File: config.mk
export PLATFORM = sky130hd
export DESIGN_NAME = gon_collector
export DESIGN_NICKNAME = d
export VERILOG_FILES = /design/src/rtl/gon_collector.sv
export SDC_FILE = /design/constraint.sdc
export NUM_CORES = 1
export LEC_CHECK = 0
export ABC_CLOCK_PERIOD_IN_PS = 7400
export CORE_AREA = 2 2 670 672
export CTS_CLUSTER_DIAMETER = 50
export DETAILED_ROUTE_END_ITERATION = 8
export DIE_AREA = 0 0 672 674
export PLACE_DENSITY = 0.34
export SLEW_MARGIN = 15
export SYNTH_ARGS = -nofsm -noshare
export SYNTH_HDL_FRONTEND = slang
export SYNTH_SLANG_ARGS = --single-unit
File: constraint.sdc
create_clock -name clk -period 7.4 [get_ports clk]
set_input_delay 1.11 -clock clk [delete_from_list [all_inputs] [get_ports clk]]
set_output_delay 1.11 -clock clk [all_outputs]
set_load 0.01 [all_outputs]
File: src/rtl/gon_collector.sv
// Gathers psum words from tag-matched PEs (lowest index first) onto one valid/ready port.
// One-cycle accept-to-output latency; no PE is granted while the output register is stalled.
module gon_collector #(
  parameter int NUMS_PE_ROW = 6,
  parameter int NUMS_PE_COL = 8,
  parameter int DATA_BITS   = 32,
  parameter int XID_BITS    = 5,
  parameter int YID_BITS    = 3,
  parameter int LEN_BITS    = 16
) (
  input  logic                                       clk,
  input  logic                                       rst,
  input  logic                                       set_XID,
  input  logic [XID_BITS-1:0]                        XID_scan_in,
  input  logic                                       set_YID,
  input  logic [YID_BITS-1:0]                        YID_scan_in,
  input  logic                                       start,
  input  logic [LEN_BITS-1:0]                        len,
  input  logic [XID_BITS-1:0]                        tag_X,
  input  logic [YID_BITS-1:0]                        tag_Y,
  output logic                                       busy,
  output logic                                       done,
  input  logic [NUMS_PE_ROW*NUMS_PE_COL-1:0]           PE_valid,
  output logic [NUMS_PE_ROW*NUMS_PE_COL-1:0]           PE_ready,
  input  logic [NUMS_PE_ROW*NUMS_PE_COL*DATA_BITS-1:0] PE_data,
  output logic                                       GON_valid,
  input  logic                                       GON_ready,
  output logic [DATA_BITS-1:0]                       GON_data,
  output logic [5:0]                                 GON_src
);
  localparam int NPE = NUMS_PE_ROW * NUMS_PE_COL;

  typedef enum logic [1:0] {S_IDLE, S_BUSY, S_DRAIN, S_DONE} state_t;

  state_t                state_q, state_d;
  logic [XID_BITS-1:0]   xid_q [NPE];
  logic [YID_BITS-1:0]   yid_q [NUMS_PE_ROW];
  logic [LEN_BITS-1:0]   len_q, len_d, cnt_q, cnt_d;
  logic [XID_BITS-1:0]   tagx_q, tagx_d;
  logic [YID_BITS-1:0]   tagy_q, tagy_d;
  logic                  gvld_q, gvld_d;
  logic [DATA_BITS-1:0]  gdat_q, gdat_d;
  logic [5:0]            gsrc_q, gsrc_d;

  logic [NPE-1:0]        elig;
  logic                  any_elig, grant_en, drain;
  logic [5:0]            grant_idx;

  // Scan chains shift only while idle so IDs cannot change under a live transaction.
  always_ff @(posedge clk or negedge rst) begin
    if (!rst) begin
      for (int k = 0; k < NPE; k++) xid_q[k] <= '1;
      for (int r = 0; r < NUMS_PE_ROW; r++) yid_q[r] <= '1;
    end else if (state_q == S_IDLE) begin
      if (set_XID) begin
        xid_q[0] <= XID_scan_in;
        for (int k = 1; k < NPE; k++) xid_q[k] <= xid_q[k-1];
      end
      if (set_YID) begin
        yid_q[0] <= YID_scan_in;
        for (int r = 1; r < NUMS_PE_ROW; r++) yid_q[r] <= yid_q[r-1];
      end
    end
  end

  always_ff @(posedge clk or negedge rst) begin
    if (!rst) begin
      state_q <= S_IDLE;
      len_q   <= '0;
      cnt_q   <= '0;
      tagx_q  <= '0;
      tagy_q  <= '0;
      gvld_q  <= 1'b0;
      gdat_q  <= '0;
      gsrc_q  <= '0;
    end else begin
      state_q <= state_d;
      len_q   <= len_d;
      cnt_q   <= cnt_d;
      tagx_q  <= tagx_d;
      tagy_q  <= tagy_d;
      gvld_q  <= gvld_d;
      gdat_q  <= gdat_d;
      gsrc_q  <= gsrc_d;
    end
  end

  always_comb begin
    elig      = '0;
    any_elig  = 1'b0;
    grant_idx = '0;
    for (int k = NPE - 1; k >= 0; k--) begin
      elig[k] = PE_valid[k] && (xid_q[k] == tagx_q) && (yid_q[k / NUMS_PE_COL] == tagy_q);
      if (elig[k]) begin
        any_elig  = 1'b1;
        grant_idx = 6'(k);
      end
    end
  end

  // A ready is only ever raised on an eligible (hence valid) PE, so a grant is an accept.
  assign grant_en = (state_q == S_BUSY) && (!gvld_q || GON_ready) && (cnt_q < len_q) && any_elig;
  assign drain    = gvld_q && GON_ready;

  always_comb begin
    PE_ready = '0;
    if (grant_en) PE_ready[grant_idx] = 1'b1;
  end

  always_comb begin
    state_d = state_q;
    len_d   = len_q;
    cnt_d   = cnt_q;
    tagx_d  = tagx_q;
    tagy_d  = tagy_q;
    gvld_d  = gvld_q;
    gdat_d  = gdat_q;
    gsrc_d  = gsrc_q;

    if (grant_en) begin
      gvld_d = 1'b1;
      gdat_d = PE_data[int'(grant_idx)*DATA_BITS +: DATA_BITS];
      gsrc_d = grant_idx;
      cnt_d  = cnt_q + LEN_BITS'(1);
    end else if (drain) begin
      gvld_d = 1'b0;
    end

    unique case (state_q)
      S_IDLE: if (start) begin
        len_d   = len;
        tagx_d  = tag_X;
        tagy_d  = tag_Y;
        cnt_d   = '0;
        state_d = (len == '0) ? S_DONE : S_BUSY;
      end
      // A word draining this same cycle counts as an empty buffer.
      S_BUSY:  if (cnt_q == len_q) state_d = (gvld_q && !GON_ready) ? S_DRAIN : S_DONE;
      S_DRAIN: if (drain) state_d = S_DONE;
      S_DONE:  state_d = S_IDLE;
      default: state_d = S_IDLE;
    endcase
  end

  assign busy      = (state_q != S_IDLE);
  assign done      = (state_q == S_DONE);
  assign GON_valid = gvld_q;
  assign GON_data  = gdat_q;
  assign GON_src   = gsrc_q;
endmodule
==> flow_metrics.tcl, run 1 <==
set metrics [dict create \
    yosysWarnings 0 \
    finalHoldViolations 0 \
    dp_slack_ns 0.357 \
    drv_cap 0 \
    die_w_um 672 \
    hold_ws_ns 0.295 \
    cts.htree.levels 3 \
    synth_top_area_share_pct 22.2 \
    grtUsageMet3_pct 3.74 \
    nets 7007 \
    regArea_sq_um 8810 \
    synth_fa_ha_area_share_pct 0.900 \
    status "finished clean" \
    p_comb_share_pct 32.3 \
    drt_iter0_drc 3278 \
    critPathCaptureType "output pin" \
    synth_xor_area_share_pct 7.73 \
    p_int_uw 5630 \
    final_util_pct 13.4 \
    start_util_pct 6.85 \
    setup_tns_ns 0 \
    min_path_type "in -> async" \
    grt_first_pass_wirelength_um 498000 \
    start_kind "flop" \
    max_stage_delay_ns 0.83 \
    layout_commonest_cell "clkdlybuf4s50_1" \
    dr.pass1.iters 6 \
    cts_buffer_depth 4 \
    hold_buffers 0 \
    slew_violations 0 \
    synthMuxAreaShare_pct 20.6 \
    dp_hpwl_um 352000 \
    layout_common_cells "1707 x clkdlybuf4s50_1, 511 x nand2_1, 301 x mux2i_1, 287 x mux2_2, 274 x buf_4" \
    crit_chain "xor2_1 > nor4_1 > and4_1 > nor2_1 > nand2_1 > a41oi_1 > o21ai_0 > a21oi_1 > buf_4 > o211a_4 > nand2_2 > nor2_1 > clkdlybuf4s50_1" \
    route.detailed.wl_per_inst_um 36.0 \
    synthCells 3539 \
    antenna_found_initial 212 \
    cts_resized 0 \
    grt_max_degree 162 \
    path_class "reg -> out" \
    ys.flop_type "dfstp_2" \
    antenna_left 0 \
    fp.dieH_um 674 \
    avgSynthCellArea_sq_um 8.64 \
    vdd_ir_drop_max_mv 0.171 \
    core_sq_um 447000 \
    postCtsSetupRepairBufs 0 \
    grtUsageTotal_pct 17.3 \
    row_count 246 \
    yosys-top-cells-area "dfstp_2 22%, mux2_2 11%, mux2i_1 10%, xnor2_1 6.9%, dfrtp_1 6.6%" \
    numCtsBuffers 86 \
    clock_power_share_pct 44.5 \
    ys_seq_elements 339 \
    io_pins 1711 \
    synth_nets 5183 \
    drc_errors 0 \
    syn_area_sq_um 30600 \
    final_area_sq_um 60000 \
    min_period_ns 6.93 \
    synth_compound_area_share_pct 19.3 \
    worstPathMaxFanout 19 \
    cp_slowest_cell "nor4_1" \
    synth_top_family_by_area "multiplexers" \
    viasPerCell 3.45 \
    clock_sinks 339 \
    nFillCells 51000 \
    period_share_pct 93.6 \
    grtUsageMet2_pct 31.6 \
    grt.overflow.total 0 \
    seq_area_frac_synth_pct 28.8 \
    clock_latency_ns 0.82 \
    grt_pass1_vias 40500 \
    fmax_mhz 144 \
    cts-root-buf "clkbuf_16" \
    fin_ws_ns 0.472 \
    synth_cell_type_count 91 \
    pwr-share-seq_pct 23.2 \
    setup_viol 0 \
    dieArea_sq_um 453000 \
    powerDensity_nw_per_um2 142 \
    placedInstanceArea_sq_um 57100 \
    dr_total_vias 39500 \
    async_flop_share_pct 100 \
    p_sw_uw 2880 \
    synth-edff-count 0 \
    multiInputGateArea_sq_um 20400 \
    busiest_layer "met2" \
    path_clk_slew_ns 0.06 \
    p_sw_share_pct 33.9 \
    leakage_uw 0.0220 \
    cp.required_ns 6.29 \
    place.gp.congestion 0.913 \
    grt_use_met1_pct 20.6 \
    portBuffers 1710 \
    arrival_ns 5.82 \
    rsz0062_at_grt "no" \
    area_delta_synth_final_pct 96.2 \
    cts_tree "yes" \
    synthSimpleGateAreaFrac_pct 16.6 \
    max_slew_margin_pct 16.1 \
    drive_above_1_share_pct 20.6 \
    yosys.area.top_type "dfstp_2" \
    routed_wl_um 412000 \
    worst_pin_slew_ns 1.26 \
    skew_ns 0.0928 \
    path_common_cell "nor2_1" \
]
## cells in the mapped netlist, drive strengths merged (10+ instances only)
| cell type | number |
|---|---|
| o211ai | 36 |
| a21oi | 194 |
| a22o | 10 |
| o21a | 13 |
| a32oi | 19 |
| nand4 | 65 |
| o22ai | 122 |
| a222oi | 15 |
| a221o | 14 |
| a21o | 10 |
| nand2b | 14 |
| nor3 | 97 |
| nor4 | 42 |
| ha | 22 |
| a211oi | 24 |
| dfrtp | 81 |
| mux2i | 306 |
| nand2 | 523 |
| a22oi | 19 |
| and3 | 17 |
| o32a | 12 |
| clkbuf | 93 |
| dfstp | 258 |
| o21ai | 124 |
| or3 | 26 |
| a31oi | 50 |
| o221ai | 46 |
| xnor2 | 240 |
| a2111oi | 10 |
| a221oi | 68 |
| xor2 | 30 |
| o31ai | 12 |
| inv | 24 |
| buf | 210 |
| nor2b | 14 |
| nand3 | 62 |
| mux2 | 287 |
| nor2 | 236 |
## power groups by stage
| stage | logic, uW | clock network (uW) | registers (uW) |
|---|---|---|---|
| after floorplan | 723 | 0 | 1990 |
| after global placement | 2790 | 0 | 2000 |
| after detailed placement | 2790 | 0 | 2000 |
| after CTS | 2810 | 3990 | 1970 |
| after global routing | 2880 | 4040 | 1980 |
| final | 2750 | 3790 | 1970 |
## cell families (layout without fill, tap and decap cells)
group	after synthesis	count (layout)
AOI/OAI and AO/OA	861	861
xor gates and xnor gates	270	270
adders and majority gates	22	22
buffers and inverters	327	2215
DFF	339	339
muxes	593	593
other	0	66
and+or+nand+nor	1127	1127
## per-stage QoR
stage	std cells	power (uW)
2_1_floorplan	3539	2710
3_3_place_gp	11200	4780
3_5_place_dp	11200	4790
4_1_cts	11400	8760
5_1_grt	11400	8890
6_report	11400	8510
## worst max-delay path: cells and delay by family, from the launching register on
| kind | cells | cell delay [ns] |
|---|---|---|
| buffers and inverters | 2 | 0.75 |
| DFF | 1 | 0.76 |
| AOI/OAI and AO/OA | 4 | 1.37 |
| and+or+nand+nor | 6 | 1.96 |
| xor gates and xnor gates | 1 | 0.14 |
## final timing paths
path / slack (ns) / to / startpoint / depth (start not counted)
setup reg to reg: 0.52 / GON_data[22] / tagx_q[1] / 17
hold reg to reg: 0.48 / GON_src[5] / GON_src[5] / 1
setup / recovery: 0.47 / PE_ready[18] / tagx_q[1] / 13
min in group clk: 0.48 / GON_src[5] / GON_src[5] / 1
hold / removal: 0.30 / len_q[6] / rst / 1
max in group asynchronous: 5.51 / GON_data[29] / rst / 2
## state kept, by name (all words and copies together), names as in the netlist
| name | count |
|---|---|
| yid_q | 18 |
| state_q | 2 |
| cnt_q | 16 |
| GON_src | 6 |
| GON_data | 32 |
| len_q | 16 |
| tagy_q | 3 |
| tagx_q | 5 |
| GON_valid | 1 |
| xid_q | 240 |
## metal layers
metal	wire length, um	share of wire [%]
met5	363	0.088
met4	10300	2.5
met3	27800	6.7
met2	210000	51
met1	164000	40
## cell type report
type / count / area share (%)
clock buffer: 121 / 4.04
tap: 5952 / 12.4
multi-input combinational: 2873 / 34.0
antenna: 66 / 0.275
clock inverter: 31 / 0.586
timing repair buffer: 2039 / 33.8
inverter: 24 / 0.150
sequential: 339 / 14.7
(Power assumes the default switching activity.)
==> run 2: changes to the inputs <==
--- a/config.mk
+++ b/config.mk
@@ -6,11 +6,14 @@
 export NUM_CORES = 1
 export LEC_CHECK = 0
 export ABC_CLOCK_PERIOD_IN_PS = 7400
-export CORE_AREA = 2 2 670 672
+export CELL_PAD_IN_SITES_DETAIL_PLACEMENT = 1
+export CELL_PAD_IN_SITES_GLOBAL_PLACEMENT = 2
+export CORE_AREA = 2 2 662 664
 export CTS_CLUSTER_DIAMETER = 50
 export DETAILED_ROUTE_END_ITERATION = 8
-export DIE_AREA = 0 0 672 674
-export PLACE_DENSITY = 0.34
+export DIE_AREA = 0 0 664 666
+export PLACE_DENSITY = 0.45
+export SKIP_LAST_GASP = 1
 export SLEW_MARGIN = 15
 export SYNTH_ARGS = -nofsm -noshare
 export SYNTH_HDL_FRONTEND = slang
==> flow_metrics.tcl, run 2 (synthesized netlist as in run 1, its figures left out) <==
set metrics [dict create \
    status "finished clean" \
    fmax_mhz 140 \
    grt.overflow.total 0 \
    grtUsageTotal_pct 17.5 \
    dp.cells 11000 \
    antenna_left 0 \
    min_period_ns 7.13 \
    timing.rr.start "tagx_q[1]" \
    nets 6943 \
    clock_power_share_pct 45.4 \
    setup_viol 0 \
    drv_cap 0 \
    p_total_uw 8510 \
    rsz0062_at_grt "no" \
    place.gp.congestion 0.904 \
    viasPerCell 3.46 \
    grt_first_pass_wirelength_um 496000 \
    min_path_type "reg -> reg" \
    start_util_pct 7.02 \
    drive_above_1_share_pct 19.9 \
    core_sq_um 436000 \
    cp.required_ns 8.00 \
    cts.htree.levels 3 \
    nFillCells 51100 \
    worst_pin_slew_ns 1.44 \
    dr.pass1.iters 6 \
    cp-startpoint "tagx_q[1]" \
    cts-root-buf "clkbuf_16" \
    slew_violations 0 \
    dieArea_sq_um 442000 \
    layout_commonest_cell "clkdlybuf4s50_1" \
    route.detailed.wl_per_inst_um 36.2 \
    die_w_um 664 \
    clock_sinks 339 \
    p_sw_share_pct 33.2 \
    hold_buffers 0 \
    path_clk_slew_ns 0.06 \
    final_cells 11200 \
    antenna_found_initial 216 \
    io_pins 1711 \
    finalHoldViolations 0 \
    largest_reg_flops 240 \
    top_register "xid_q" \
    path_class "reg -> reg" \
    numCtsBuffers 83 \
    hold_start "len_q[0]" \
    p_comb_share_pct 31.4 \
    area_delta_synth_final_pct 93.6 \
    powerDensity_nw_per_um2 144 \
    postCtsSetupRepairBufs 0 \
    start_kind "flop" \
    critPathCaptureType "flop" \
    fp.dieH_um 666 \
    worstPathMaxFanout 38 \
    hold_ws_ns 0.488 \
    dr_total_vias 38700 \
    regArea_sq_um 8810 \
    setup_tns_ns 0 \
    dp_hpwl_um 343000 \
    arrival_ns 7.73 \
    max_slew_margin_pct 3.39 \
    period_share_pct 96.4 \
    routed_wl_um 404000 \
    skew_ns 0.0920 \
    leakage_uw 0.0217 \
    p_sw_uw 2820 \
    drc_errors 0 \
    p_int_uw 5690 \
    vdd_ir_drop_max_mv 0.166 \
    drt_iter0_drc 2932 \
    row_count 243 \
    cts_buffer_depth 4 \
    layout_common_cells "1709 x clkdlybuf4s50_1, 510 x nand2_1, 301 x mux2i_1, 287 x mux2_2, 258 x dfstp_2" \
    placedInstanceArea_sq_um 56200 \
    multiInputGateArea_sq_um 20400 \
    final_area_sq_um 59200 \
    grt_max_degree 174 \
    portBuffers 1710 \
    clock_latency_ns 0.81 \
    pwr-share-seq_pct 23.2 \
    cts_tree "yes" \
    grt_pass1_vias 40900 \
]
run 2: changes by cell type in the layout (fill, tap and decap cells not counted), moves of 3 or more:
cell / change
bufinv_16: +4
nor2_2: +3
clkbuf_16: -3
buf_4: -52
buf_12: -14
nor2_1: -3
clkbuf_1: -7
clkinv_4: +4
run 2: routing by layer:
metal | share of wire, % | global-route usage (%) | vias to the layer above
li1 | - | - | 16700
met1 | 42 | 21.7 | 19800
met2 | 51 | 31.8 | 1805
met3 | 5.5 | 2.91 | 352
met4 | 1.5 | 2.99 | 36
met5 | 0.056 | 0 | -
run 2: final timing paths:
kind | cells after the start | slack [ns] | to
max in group asynchronous | 2 | 5.36 | GON_data[10]
worst min register to register | 2 | 0.49 | len_q[0]
worst max-delay path | 16 | 0.27 | GON_data[18]
worst min-delay path | 2 | 0.49 | len_q[0]
min in group asynchronous | 1 | 0.72 | xid_q[217]
worst max register to register | 16 | 0.27 | GON_data[18]
run 2: through the flow:
step,setup WS (ns),utilization [%]
global placement,-0.848,12.9
CTS,0.240,13.5
floorplan,2.99,-
global route,0.142,13.6
finish,0.268,13.6
detailed placement,0.205,12.9
run 2: layout make-up:
| type | count | share of cell area (%) |
|---|---|---|
| diodes | 65 | 0.275 |
| clock buffers | 113 | 3.97 |
| clock inverters | 36 | 0.801 |
| inverters | 24 | 0.152 |
| multi-input cells | 2873 | 34.5 |
| flip-flops and latches | 339 | 14.9 |
| well taps | 5757 | 12.2 |
| repair buffers | 1978 | 33.2 |
run 2: power groups by stage:
stage                     combinational (uW)  sequential, uW  clock (uW)
final                                   2670            1970        3870
after global routing                    2800            1980        4100
after CTS                               2740            1980        4060
after detailed placement                2720            2000           0
after global placement                  2720            2000           0
after floorplan                          723            1990           0
run 2: timing repair:
item / 4_1_cts / 5_1_grt
gates resized for setup: 4 / 0
setup endpoints to repair: 24 / 0
hold endpoints to repair: 0 / 0
run 2: worst max-delay path, stage by stage (launching register included):
cell and delay (ns):
dfrtp_2 0.61, buf_12 0.34, xnor2_1 0.17, nand4_1 0.24, nor3_1 0.52, nand2b_1 0.23
nor3_1 0.09, and3_1 0.20, o21ai_1 0.40, nand2_1 0.49, a31oi_4 0.79, buf_4 0.53
o22ai_1 0.17, nor4_1 1.16, nor2_1 0.47, o21ai_0 0.21, a41oi_1 0.13
